File: src/rtl/alu_pkg.sv
// Shared ALU/issue definitions: ALUOp encodings, RV32I opcodes, branch funct3
// codes, operand selects and the decoded-control record passed from
// alu_decode to alu_issue_ctrl.
`timescale 1ns/1ps
package alu_pkg;

    localparam int unsigned ALU_OPW = 4;
    localparam int unsigned OPC_W   = 7;
    localparam int unsigned RD_W    = 5;

    // ALU control encodings; must match the ALU's control input decode
    typedef enum logic [ALU_OPW-1:0] {
        ALU_ADD  = 4'b0000,
        ALU_SUB  = 4'b0001,
        ALU_AND  = 4'b0010,
        ALU_SLT  = 4'b0011,
        ALU_SLL  = 4'b0100,
        ALU_XOR  = 4'b0101,
        ALU_SRL  = 4'b0110,
        ALU_SRA  = 4'b0111,
        ALU_OR   = 4'b1000,
        ALU_SLTU = 4'b1001
    } alu_op_e;

    // RV32I major opcodes
    localparam logic [OPC_W-1:0] OPC_OP     = 7'b0110011;
    localparam logic [OPC_W-1:0] OPC_OP_IMM = 7'b0010011;
    localparam logic [OPC_W-1:0] OPC_LOAD   = 7'b0000011;
    localparam logic [OPC_W-1:0] OPC_STORE  = 7'b0100011;
    localparam logic [OPC_W-1:0] OPC_LUI    = 7'b0110111;
    localparam logic [OPC_W-1:0] OPC_AUIPC  = 7'b0010111;
    localparam logic [OPC_W-1:0] OPC_BRANCH = 7'b1100011;

    // funct7 values accepted on register/shift forms
    localparam logic [6:0] F7_BASE = 7'b0000000;
    localparam logic [6:0] F7_ALT  = 7'b0100000;

    // Branch funct3
    localparam logic [2:0] F3_BEQ  = 3'b000;
    localparam logic [2:0] F3_BNE  = 3'b001;
    localparam logic [2:0] F3_BLT  = 3'b100;
    localparam logic [2:0] F3_BGE  = 3'b101;
    localparam logic [2:0] F3_BLTU = 3'b110;
    localparam logic [2:0] F3_BGEU = 3'b111;

    typedef enum logic [1:0] {
        A_RS1  = 2'd0,
        A_PC   = 2'd1,
        A_ZERO = 2'd2
    } a_sel_e;

    typedef enum logic [1:0] {
        B_RS2   = 2'd0,
        B_IMM   = 2'd1,
        B_SHAMT = 2'd2
    } b_sel_e;

    // Decoded control for one instruction
    typedef struct packed {
        alu_op_e op;
        a_sel_e  a_sel;
        b_sel_e  b_sel;
        logic    we;
        logic    br;
        logic    br_zero;   // condition from Zero flag, else from result[0]
        logic    br_inv;    // invert the selected condition
        logic    illegal;
    } dec_t;

    // Shared funct3 -> ALUOp map of OP / OP-IMM; alt picks SUB/SRA
    function automatic alu_op_e f3_to_op(input logic [2:0] f3, input logic alt);
        alu_op_e r;
        r = ALU_ADD;
        case (f3)
            3'b000:  r = alt ? ALU_SUB : ALU_ADD;
            3'b001:  r = ALU_SLL;
            3'b010:  r = ALU_SLT;
            3'b011:  r = ALU_SLTU;
            3'b100:  r = ALU_XOR;
            3'b101:  r = alt ? ALU_SRA : ALU_SRL;
            3'b110:  r = ALU_OR;
            default: r = ALU_AND;
        endcase
        return r;
    endfunction

endpackage

File: src/rtl/alu_decode.sv
// Combinational RV32I decoder for the issue stage.
// Ports:
//   instr_i  raw 32-bit instruction word
//   dec_o    ALUOp, operand selects, write enable, branch controls, illegal
`timescale 1ns/1ps
module alu_decode
    import alu_pkg::*;
(
    input  logic [31:0] instr_i,
    output dec_t        dec_o
);

    logic [OPC_W-1:0] opcode;
    logic [2:0]       f3;
    logic [6:0]       f7;
    logic             f7b;
    logic [RD_W-1:0]  rd;
    logic             unused_reg_fields;
    dec_t             dec;

    assign opcode = instr_i[6:0];
    assign rd     = instr_i[11:7];
    assign f3     = instr_i[14:12];
    assign f7     = instr_i[31:25];
    assign f7b    = instr_i[30];

    // Register specifiers are resolved upstream; operand values arrive as data
    assign unused_reg_fields = ^instr_i[24:15];

    // Opcode/funct decode with legality checks
    always_comb begin
        dec = '0;
        case (opcode)
            OPC_OP: begin
                dec.op = f3_to_op(f3, f7b);
                dec.we = 1'b1;
                if (!(f7 == F7_BASE || (f7 == F7_ALT && (f3 == 3'b000 || f3 == 3'b101)))) begin
                    dec.illegal = 1'b1;
                end
            end
            OPC_OP_IMM: begin
                dec.b_sel = B_IMM;
                dec.we    = 1'b1;
                dec.op    = f3_to_op(f3, 1'b0);
                // Shift-immediates carry funct7 in imm[11:5]; only the shamt reaches B
                if (f3 == 3'b001) begin
                    dec.b_sel   = B_SHAMT;
                    dec.illegal = (f7 != F7_BASE);
                end else if (f3 == 3'b101) begin
                    dec.b_sel   = B_SHAMT;
                    dec.op      = f7b ? ALU_SRA : ALU_SRL;
                    dec.illegal = !(f7 == F7_BASE || f7 == F7_ALT);
                end
            end
            OPC_LOAD: begin
                dec.b_sel = B_IMM;
                dec.we    = 1'b1;
            end
            OPC_STORE: begin
                dec.b_sel = B_IMM;
            end
            OPC_LUI: begin
                dec.a_sel = A_ZERO;
                dec.b_sel = B_IMM;
                dec.we    = 1'b1;
            end
            OPC_AUIPC: begin
                dec.a_sel = A_PC;
                dec.b_sel = B_IMM;
                dec.we    = 1'b1;
            end
            OPC_BRANCH: begin
                dec.br = 1'b1;
                case (f3)
                    F3_BEQ:  begin dec.op = ALU_SUB;  dec.br_zero = 1'b1; end
                    F3_BNE:  begin dec.op = ALU_SUB;  dec.br_zero = 1'b1; dec.br_inv = 1'b1; end
                    F3_BLT:  begin dec.op = ALU_SLT;  end
                    F3_BGE:  begin dec.op = ALU_SLT;  dec.br_inv = 1'b1; end
                    F3_BLTU: begin dec.op = ALU_SLTU; end
                    F3_BGEU: begin dec.op = ALU_SLTU; dec.br_inv = 1'b1; end
                    default: dec.illegal = 1'b1;
                endcase
            end
            default: dec.illegal = 1'b1;
        endcase

        // Illegal records carry no side effects and a neutral ALU op
        if (dec.illegal) begin
            dec.op      = ALU_ADD;
            dec.we      = 1'b0;
            dec.br      = 1'b0;
            dec.br_zero = 1'b0;
            dec.br_inv  = 1'b0;
        end
        if (rd == '0) begin
            dec.we = 1'b0;
        end
    end

    assign dec_o = dec;

endmodule

File: src/rtl/alu_issue_ctrl.sv
// Decode-and-issue stage in front of the combinational ALU. Two pipeline
// registers: D (decoded operands, drives the ALU) and E (captured result and
// writeback/branch record), valid/ready on both sides, 1 record per cycle.
// Ports:
//   clk, rst                        clock, async active-high reset
//   in_valid/in_ready               input record handshake
//   in_instr/in_pc/in_rs1_val/in_rs2_val/in_imm  instruction and operands
//   alu_op/alu_a/alu_b              ALU control and operands from D
//   alu_result/alu_zero             ALU outputs, captured into E
//   out_valid/out_ready             output record handshake
//   out_result/out_rd/out_we/out_br/out_br_taken/out_illegal  E record
`timescale 1ns/1ps
module alu_issue_ctrl
    import alu_pkg::*;
#(
    parameter int unsigned XLEN = 32,
    parameter int unsigned OPW  = 4
)
(
    input  logic            clk,
    input  logic            rst,
    input  logic            in_valid,
    output logic            in_ready,
    input  logic [31:0]     in_instr,
    input  logic [XLEN-1:0] in_pc,
    input  logic [XLEN-1:0] in_rs1_val,
    input  logic [XLEN-1:0] in_rs2_val,
    input  logic [XLEN-1:0] in_imm,
    output logic [OPW-1:0]  alu_op,
    output logic [XLEN-1:0] alu_a,
    output logic [XLEN-1:0] alu_b,
    input  logic [XLEN-1:0] alu_result,
    input  logic            alu_zero,
    output logic            out_valid,
    input  logic            out_ready,
    output logic [XLEN-1:0] out_result,
    output logic [4:0]      out_rd,
    output logic            out_we,
    output logic            out_br,
    output logic            out_br_taken,
    output logic            out_illegal
);

    dec_t dec;

    alu_decode u_decode (
        .instr_i (in_instr),
        .dec_o   (dec)
    );

    // D register
    logic            d_valid_q,   d_valid_d;
    logic [OPW-1:0]  d_op_q,      d_op_d;
    logic [XLEN-1:0] d_a_q,       d_a_d;
    logic [XLEN-1:0] d_b_q,       d_b_d;
    logic [4:0]      d_rd_q,      d_rd_d;
    logic            d_we_q,      d_we_d;
    logic            d_br_q,      d_br_d;
    logic            d_br_zero_q, d_br_zero_d;
    logic            d_br_inv_q,  d_br_inv_d;
    logic            d_illegal_q, d_illegal_d;

    // E register
    logic            e_valid_q,   e_valid_d;
    logic [XLEN-1:0] e_result_q,  e_result_d;
    logic [4:0]      e_rd_q,      e_rd_d;
    logic            e_we_q,      e_we_d;
    logic            e_br_q,      e_br_d;
    logic            e_taken_q,   e_taken_d;
    logic            e_illegal_q, e_illegal_d;

    logic            e_free, d_load, e_load;
    logic            br_cond;
    logic [XLEN-1:0] a_mux, b_mux;

    // Handshake: E drains or is empty, D can advance; D accepts when it will be free
    assign e_free   = !e_valid_q || out_ready;
    assign in_ready = !d_valid_q || e_free;
    assign d_load   = in_valid && in_ready;
    assign e_load   = d_valid_q && e_free;

    // Operand selection for the incoming record
    always_comb begin
        case (dec.a_sel)
            A_PC:    a_mux = in_pc;
            A_ZERO:  a_mux = '0;
            default: a_mux = in_rs1_val;
        endcase
        case (dec.b_sel)
            B_IMM:   b_mux = in_imm;
            B_SHAMT: b_mux = XLEN'(in_imm[4:0]);
            default: b_mux = in_rs2_val;
        endcase
    end

    // Branch condition from whichever ALU output the branch kind uses
    assign br_cond = d_br_zero_q ? alu_zero : alu_result[0];

    // Next-state for both pipeline registers
    always_comb begin
        d_valid_d   = d_valid_q;
        d_op_d      = d_op_q;
        d_a_d       = d_a_q;
        d_b_d       = d_b_q;
        d_rd_d      = d_rd_q;
        d_we_d      = d_we_q;
        d_br_d      = d_br_q;
        d_br_zero_d = d_br_zero_q;
        d_br_inv_d  = d_br_inv_q;
        d_illegal_d = d_illegal_q;
        e_valid_d   = e_valid_q;
        e_result_d  = e_result_q;
        e_rd_d      = e_rd_q;
        e_we_d      = e_we_q;
        e_br_d      = e_br_q;
        e_taken_d   = e_taken_q;
        e_illegal_d = e_illegal_q;

        if (d_load) begin
            d_valid_d   = 1'b1;
            d_op_d      = OPW'(dec.op);
            d_a_d       = a_mux;
            d_b_d       = b_mux;
            d_rd_d      = in_instr[11:7];
            d_we_d      = dec.we;
            d_br_d      = dec.br;
            d_br_zero_d = dec.br_zero;
            d_br_inv_d  = dec.br_inv;
            d_illegal_d = dec.illegal;
        end else if (e_load) begin
            d_valid_d   = 1'b0;
        end

        if (e_load) begin
            e_valid_d   = 1'b1;
            e_result_d  = alu_result;
            e_rd_d      = d_rd_q;
            e_we_d      = d_we_q;
            e_br_d      = d_br_q;
            e_taken_d   = d_br_q && (br_cond ^ d_br_inv_q);
            e_illegal_d = d_illegal_q;
        end else if (out_ready) begin
            e_valid_d   = 1'b0;
        end
    end

    // Pipeline state registers
    always_ff @(posedge clk or posedge rst) begin
        if (rst) begin
            d_valid_q   <= 1'b0;
            d_op_q      <= OPW'(ALU_ADD);
            d_a_q       <= '0;
            d_b_q       <= '0;
            d_rd_q      <= '0;
            d_we_q      <= 1'b0;
            d_br_q      <= 1'b0;
            d_br_zero_q <= 1'b0;
            d_br_inv_q  <= 1'b0;
            d_illegal_q <= 1'b0;
            e_valid_q   <= 1'b0;
            e_result_q  <= '0;
            e_rd_q      <= '0;
            e_we_q      <= 1'b0;
            e_br_q      <= 1'b0;
            e_taken_q   <= 1'b0;
            e_illegal_q <= 1'b0;
        end else begin
            d_valid_q   <= d_valid_d;
            d_op_q      <= d_op_d;
            d_a_q       <= d_a_d;
            d_b_q       <= d_b_d;
            d_rd_q      <= d_rd_d;
            d_we_q      <= d_we_d;
            d_br_q      <= d_br_d;
            d_br_zero_q <= d_br_zero_d;
            d_br_inv_q  <= d_br_inv_d;
            d_illegal_q <= d_illegal_d;
            e_valid_q   <= e_valid_d;
            e_result_q  <= e_result_d;
            e_rd_q      <= e_rd_d;
            e_we_q      <= e_we_d;
            e_br_q      <= e_br_d;
            e_taken_q   <= e_taken_d;
            e_illegal_q <= e_illegal_d;
        end
    end

    assign alu_op       = d_op_q;
    assign alu_a        = d_a_q;
    assign alu_b        = d_b_q;
    assign out_valid    = e_valid_q;
    assign out_result   = e_result_q;
    assign out_rd       = e_rd_q;
    assign out_we       = e_we_q;
    assign out_br       = e_br_q;
    assign out_br_taken = e_taken_q;
    assign out_illegal  = e_illegal_q;

endmodule

File: config.mk
export PLATFORM = sky130hd
export DESIGN_NAME = alu_issue_ctrl
export DESIGN_NICKNAME = d
export VERILOG_FILES = /design/src/rtl/alu_pkg.sv /design/src/rtl/alu_decode.sv /design/src/rtl/alu_issue_ctrl.sv
export SDC_FILE = /design/constraint.sdc
export NUM_CORES = 1
export LEC_CHECK = 0
export CORE_MARGIN = 2
export CORE_UTILIZATION = 42
export CTS_CLUSTER_SIZE = 8
export DETAILED_ROUTE_END_ITERATION = 10
export GPL_ROUTABILITY_DRIVEN = 0
export GPL_TIMING_DRIVEN = 0
export PLACE_DENSITY_LB_ADDON = 0.15
export SYNTH_ARGS = -nofsm -noshare
export SYNTH_HDL_FRONTEND = slang
export SYNTH_HIERARCHICAL = 1
export SYNTH_SLANG_ARGS = --single-unit
File: constraint.sdc
create_clock -name clk -period 7.4 [get_ports clk]
set_input_delay 0.74 -clock clk [delete_from_list [all_inputs] [get_ports clk]]
set_output_delay 0.74 -clock clk [all_outputs]
set_load 0.01 [all_outputs]
==> qor.txt <==
DR vias = 5447
reg2reg setup slack = 5.76 ns
iteration-0 DRC count of the detailed router = 358
global routing usage on met3 = 8.51%
worst ir drop on vdd = 147 uV
GR Util All Layers = 26.7%
status = complete, no violations
max frequency = 0.289 GHz
register bit total from synthesis = 121
Netlist cell types = 40
maximum number of pins on one net before global-route repair = 64
first-pass GRT wire length = 29600 um
Placement Rows = 42
number of buffers added on ports = 296
Worst Hold Endpoint = out_br
Syn Inst Count = 510
number of violations of the max-capacitance limit = 0
CTS-repair resized insts = 0
per-instance average area after synthesis = 11.0 um^2
met2 Use GR = 45.9%
signal arrival time at the worst endpoint = 3.79 ns
share of synthesized area occupied by flip-flops and latches = 53.9%
CTS tree = yes
CTS Root Buffer Type = clkbuf_16
Antenna Cells = 0
Pins Over Slew Limit = 0
effective utilization at floorplan = 42.7%
via count of the first global-routing pass = 5627
layer with the highest usage after global routing = met2
WL/cell = 18.6 um
Lkg Pwr = 3.78 nW
clock buffer count from CTS = 17
endpoint class of the critical path = flip-flop
CP Class = in -> reg
Worst slew margin = 60.9%
number of design rule violations left after detail routing = 0
Antenna Violating Nets Remaining = 0
clock latency on the worst-skew pair = 0.42 ns
GR Overflow Total = 0
setup violators final = 0
power density over cell area = 231 nW/um^2
total number of H-tree levels = 4
Hold Crit Depth = 1
Critical R2R Launch = d_valid_q
fraction of final layout cells with drive strength greater than 1 = 13.1%
FF-to-FF path depth = 5
Hold/Removal Path Class = reg -> reg
chain of cells forming the critical path = clkdlybuf4s50_1, inv_1, a21oi_1, nor3b_1, nor4_1, inv_1, ha_1, clkbuf_1, clkbuf_1, nand2_1, a31oi_1
CP Data Required Time = 7.73 ns
Core Box Area = 13100 um^2
Tcrit/Tclk final = 46.8%
total nets after synthesis = 710
Via-to-Cell Ratio = 5.37
net total in the final layout = 1026
start point of the worst hold path = out_br
min cycle time layout = 3.46 ns
Tightest Pin Transition = 0.581 ns
drt first pass iters = 4
post-route setup TNS = 0 ns
slowest stage cell on the critical path = clkdlybuf4s50_1
kind of start point of the critical path = input pin
number of antenna violations at the first check in global routing = 0
Routed WL = 18900 um
post-synthesis cell area = 5610 um^2
Top-Level Pins = 308
met1 Usage GRT = 31.3%
worst-case clock skew = 0.00542 ns
# fillers = 971
Final Total Pwr = 2.18 mW
stage delay of the slowest cell on the critical path = 0.57 ns
Synth warnings = 6
Critical R2R Capture = alu_b[7]
vertical die dimension = 120 um
unrepaired setup endpoints after global routing = false
number of post-CTS setup repair buffers = 0
Clock Sinks = 121
Detailed Place HPWL = 14200 um
hold buffer count at CTS = 0
Syn-to-layout area delta = 68.0%
Worst-path clk slew = 0.06 ns
die outline area = 14300 um^2
worst-path fanout max = 10
deepest clock path buffer count = 2
number of failing hold endpoints at the final stage = 0
die width = 120 um
[per-layer routing]
metal	wire length (um)	vias up
met5	0	-
met2	9460	245
li1	-	2521
met3	1490	35
met4	434	0
met1	7520	2646
[metrics by stage]
step	hold WS [ns]	setup WS [ns]	instance area (um^2)	cells	utilization, %
2_1_floorplan	0.478	3.45	5610	510	-
4_1_cts	0.499	4.00	9430	1015	71.8
6_report	0.494	3.94	9430	1015	71.8
5_1_grt	0.517	3.67	9430	1015	71.8
3_3_place_gp	0.476	1.79	8800	982	67.0
3_5_place_dp	0.484	3.52	8830	983	67.2
[cells in the mapped netlist]
cell | instances | area share [%]
a311oi_1 | 1 | 0.16
nor3b_1 | 1 | 0.13
nor2_1 | 6 | 0.40
o31ai_1 | 1 | 0.13
dfrtp_1 | 121 | 54
or4_4 | 1 | 0.20
a311o_1 | 1 | 0.18
buf_6 | 6 | 1.2
nor2b_1 | 3 | 0.33
and2_1 | 1 | 0.11
o22ai_1 | 1 | 0.11
o21ai_1 | 1 | 0.089
a22oi_1 | 36 | 4.8
ha_1 | 3 | 0.67
a21oi_1 | 104 | 9.3
xor2_1 | 2 | 0.31
nand3b_1 | 31 | 4.1
nand2b_1 | 4 | 0.45
a31oi_1 | 28 | 3.1
mux2_2 | 43 | 8.6
mux2i_1 | 1 | 0.18
clkbuf_1 | 25 | 1.7
a21bo_2 | 1 | 0.18
buf_2 | 11 | 0.98
mux2_4 | 10 | 2.7
nand3_1 | 3 | 0.27
a32oi_1 | 1 | 0.16
o2bb2ai_1 | 1 | 0.16
nor3_1 | 7 | 0.62
o21ba_2 | 1 | 0.18
buf_4 | 1 | 0.13
a211o_1 | 2 | 0.31
o21ai_0 | 2 | 0.18
nor3_4 | 1 | 0.29
a211oi_1 | 2 | 0.27
a211oi_2 | 1 | 0.22
inv_1 | 8 | 0.53
nand2_1 | 33 | 2.2
nor4_1 | 3 | 0.33
buf_1 | 1 | 0.067
[cells by family after synthesis]
| group | synth area share (%) |
|---|---|
| AO/OA/AOI/OAI | 19.5 |
| XOR/XNOR | 0.312 |
| multiplexers | 11.5 |
| flip-flops | 53.9 |
| adder cells (fa/ha/maj) | 0.669 |
| AND/OR/NAND/NOR | 9.49 |
| buffers and inverters | 4.59 |
[worst max-delay path, delay by kind of cell]
family                     cells  cell delay [ns]
buffers and inverters          5             1.51
and+or+nand+nor                3             0.67
AOI/OAI and AO/OA              2             0.46
adders and majority gates      1             0.40
[cell type report]
| cell class | instances | area (um^2) | area share [%] |
|---|---|---|---|
| Tap cell | 176 | 220 | 2.33 |
| Multi-Input combinational cell | 337 | 2330 | 24.7 |
| Buffer | 44 | 228 | 2.41 |
| Timing Repair Buffer | 297 | 2990 | 31.7 |
| Clock inverter | 15 | 178 | 1.88 |
| Clock buffer | 17 | 425 | 4.51 |
| Inverter | 8 | 35.0 | 0.371 |
| Sequential cell | 121 | 3030 | 32.1 |
[report_power, final]
group | total, mW | switching [mW] | internal, mW
clock network | 0.841 | 0.313 | 0.529
logic | 0.534 | 0.213 | 0.322
registers | 0.808 | 0.0532 | 0.754
total | 2.18 | 0.578 | 1.60
[cells in the final DEF, fill, tap and decap left out, types with 10 or more instances in the layout]
cell type	Yosys	routed
nand3b_1	31	31
mux2_4	10	10
a21oi_1	104	104
a31oi_1	28	28
buf_2	11	11
mux2_2	43	43
nand2_1	33	33
dfrtp_1	121	121
clkbuf_16	0	17
clkdlybuf4s50_1	0	296
a22oi_1	36	36
clkbuf_1	25	25
[state kept, by name, indices dropped and copies added (netlist names)]
signal / flops
alu_a: 32
alu_b: 32
out_result: 32
d_rd_q: 5
out_rd: 5
alu_op: 4
d_br_inv_q: 1
d_br_q: 1
d_br_zero_q: 1
d_illegal_q: 1
d_valid_q: 1
d_we_q: 1
out_br: 1
out_br_taken: 1
out_illegal: 1
out_valid: 1
out_we: 1
[worst max path at each step]
| stage | startpoint | endpoint | slack [ns] | cells after the start |
|---|---|---|---|---|
| after floorplan | rst | alu_a[0] | 3.45 | 1 |
| after global placement | rst | alu_b[15] | 1.79 | 2 |
| after detailed placement | in_instr[13] | alu_b[6] | 3.52 | 11 |
| after CTS | in_instr[13] | alu_b[6] | 4.00 | 11 |
| after global routing | in_instr[13] | alu_b[6] | 3.67 | 11 |
| final | in_instr[13] | alu_b[6] | 3.94 | 11 |
Power figures use the tool's default switching activity.
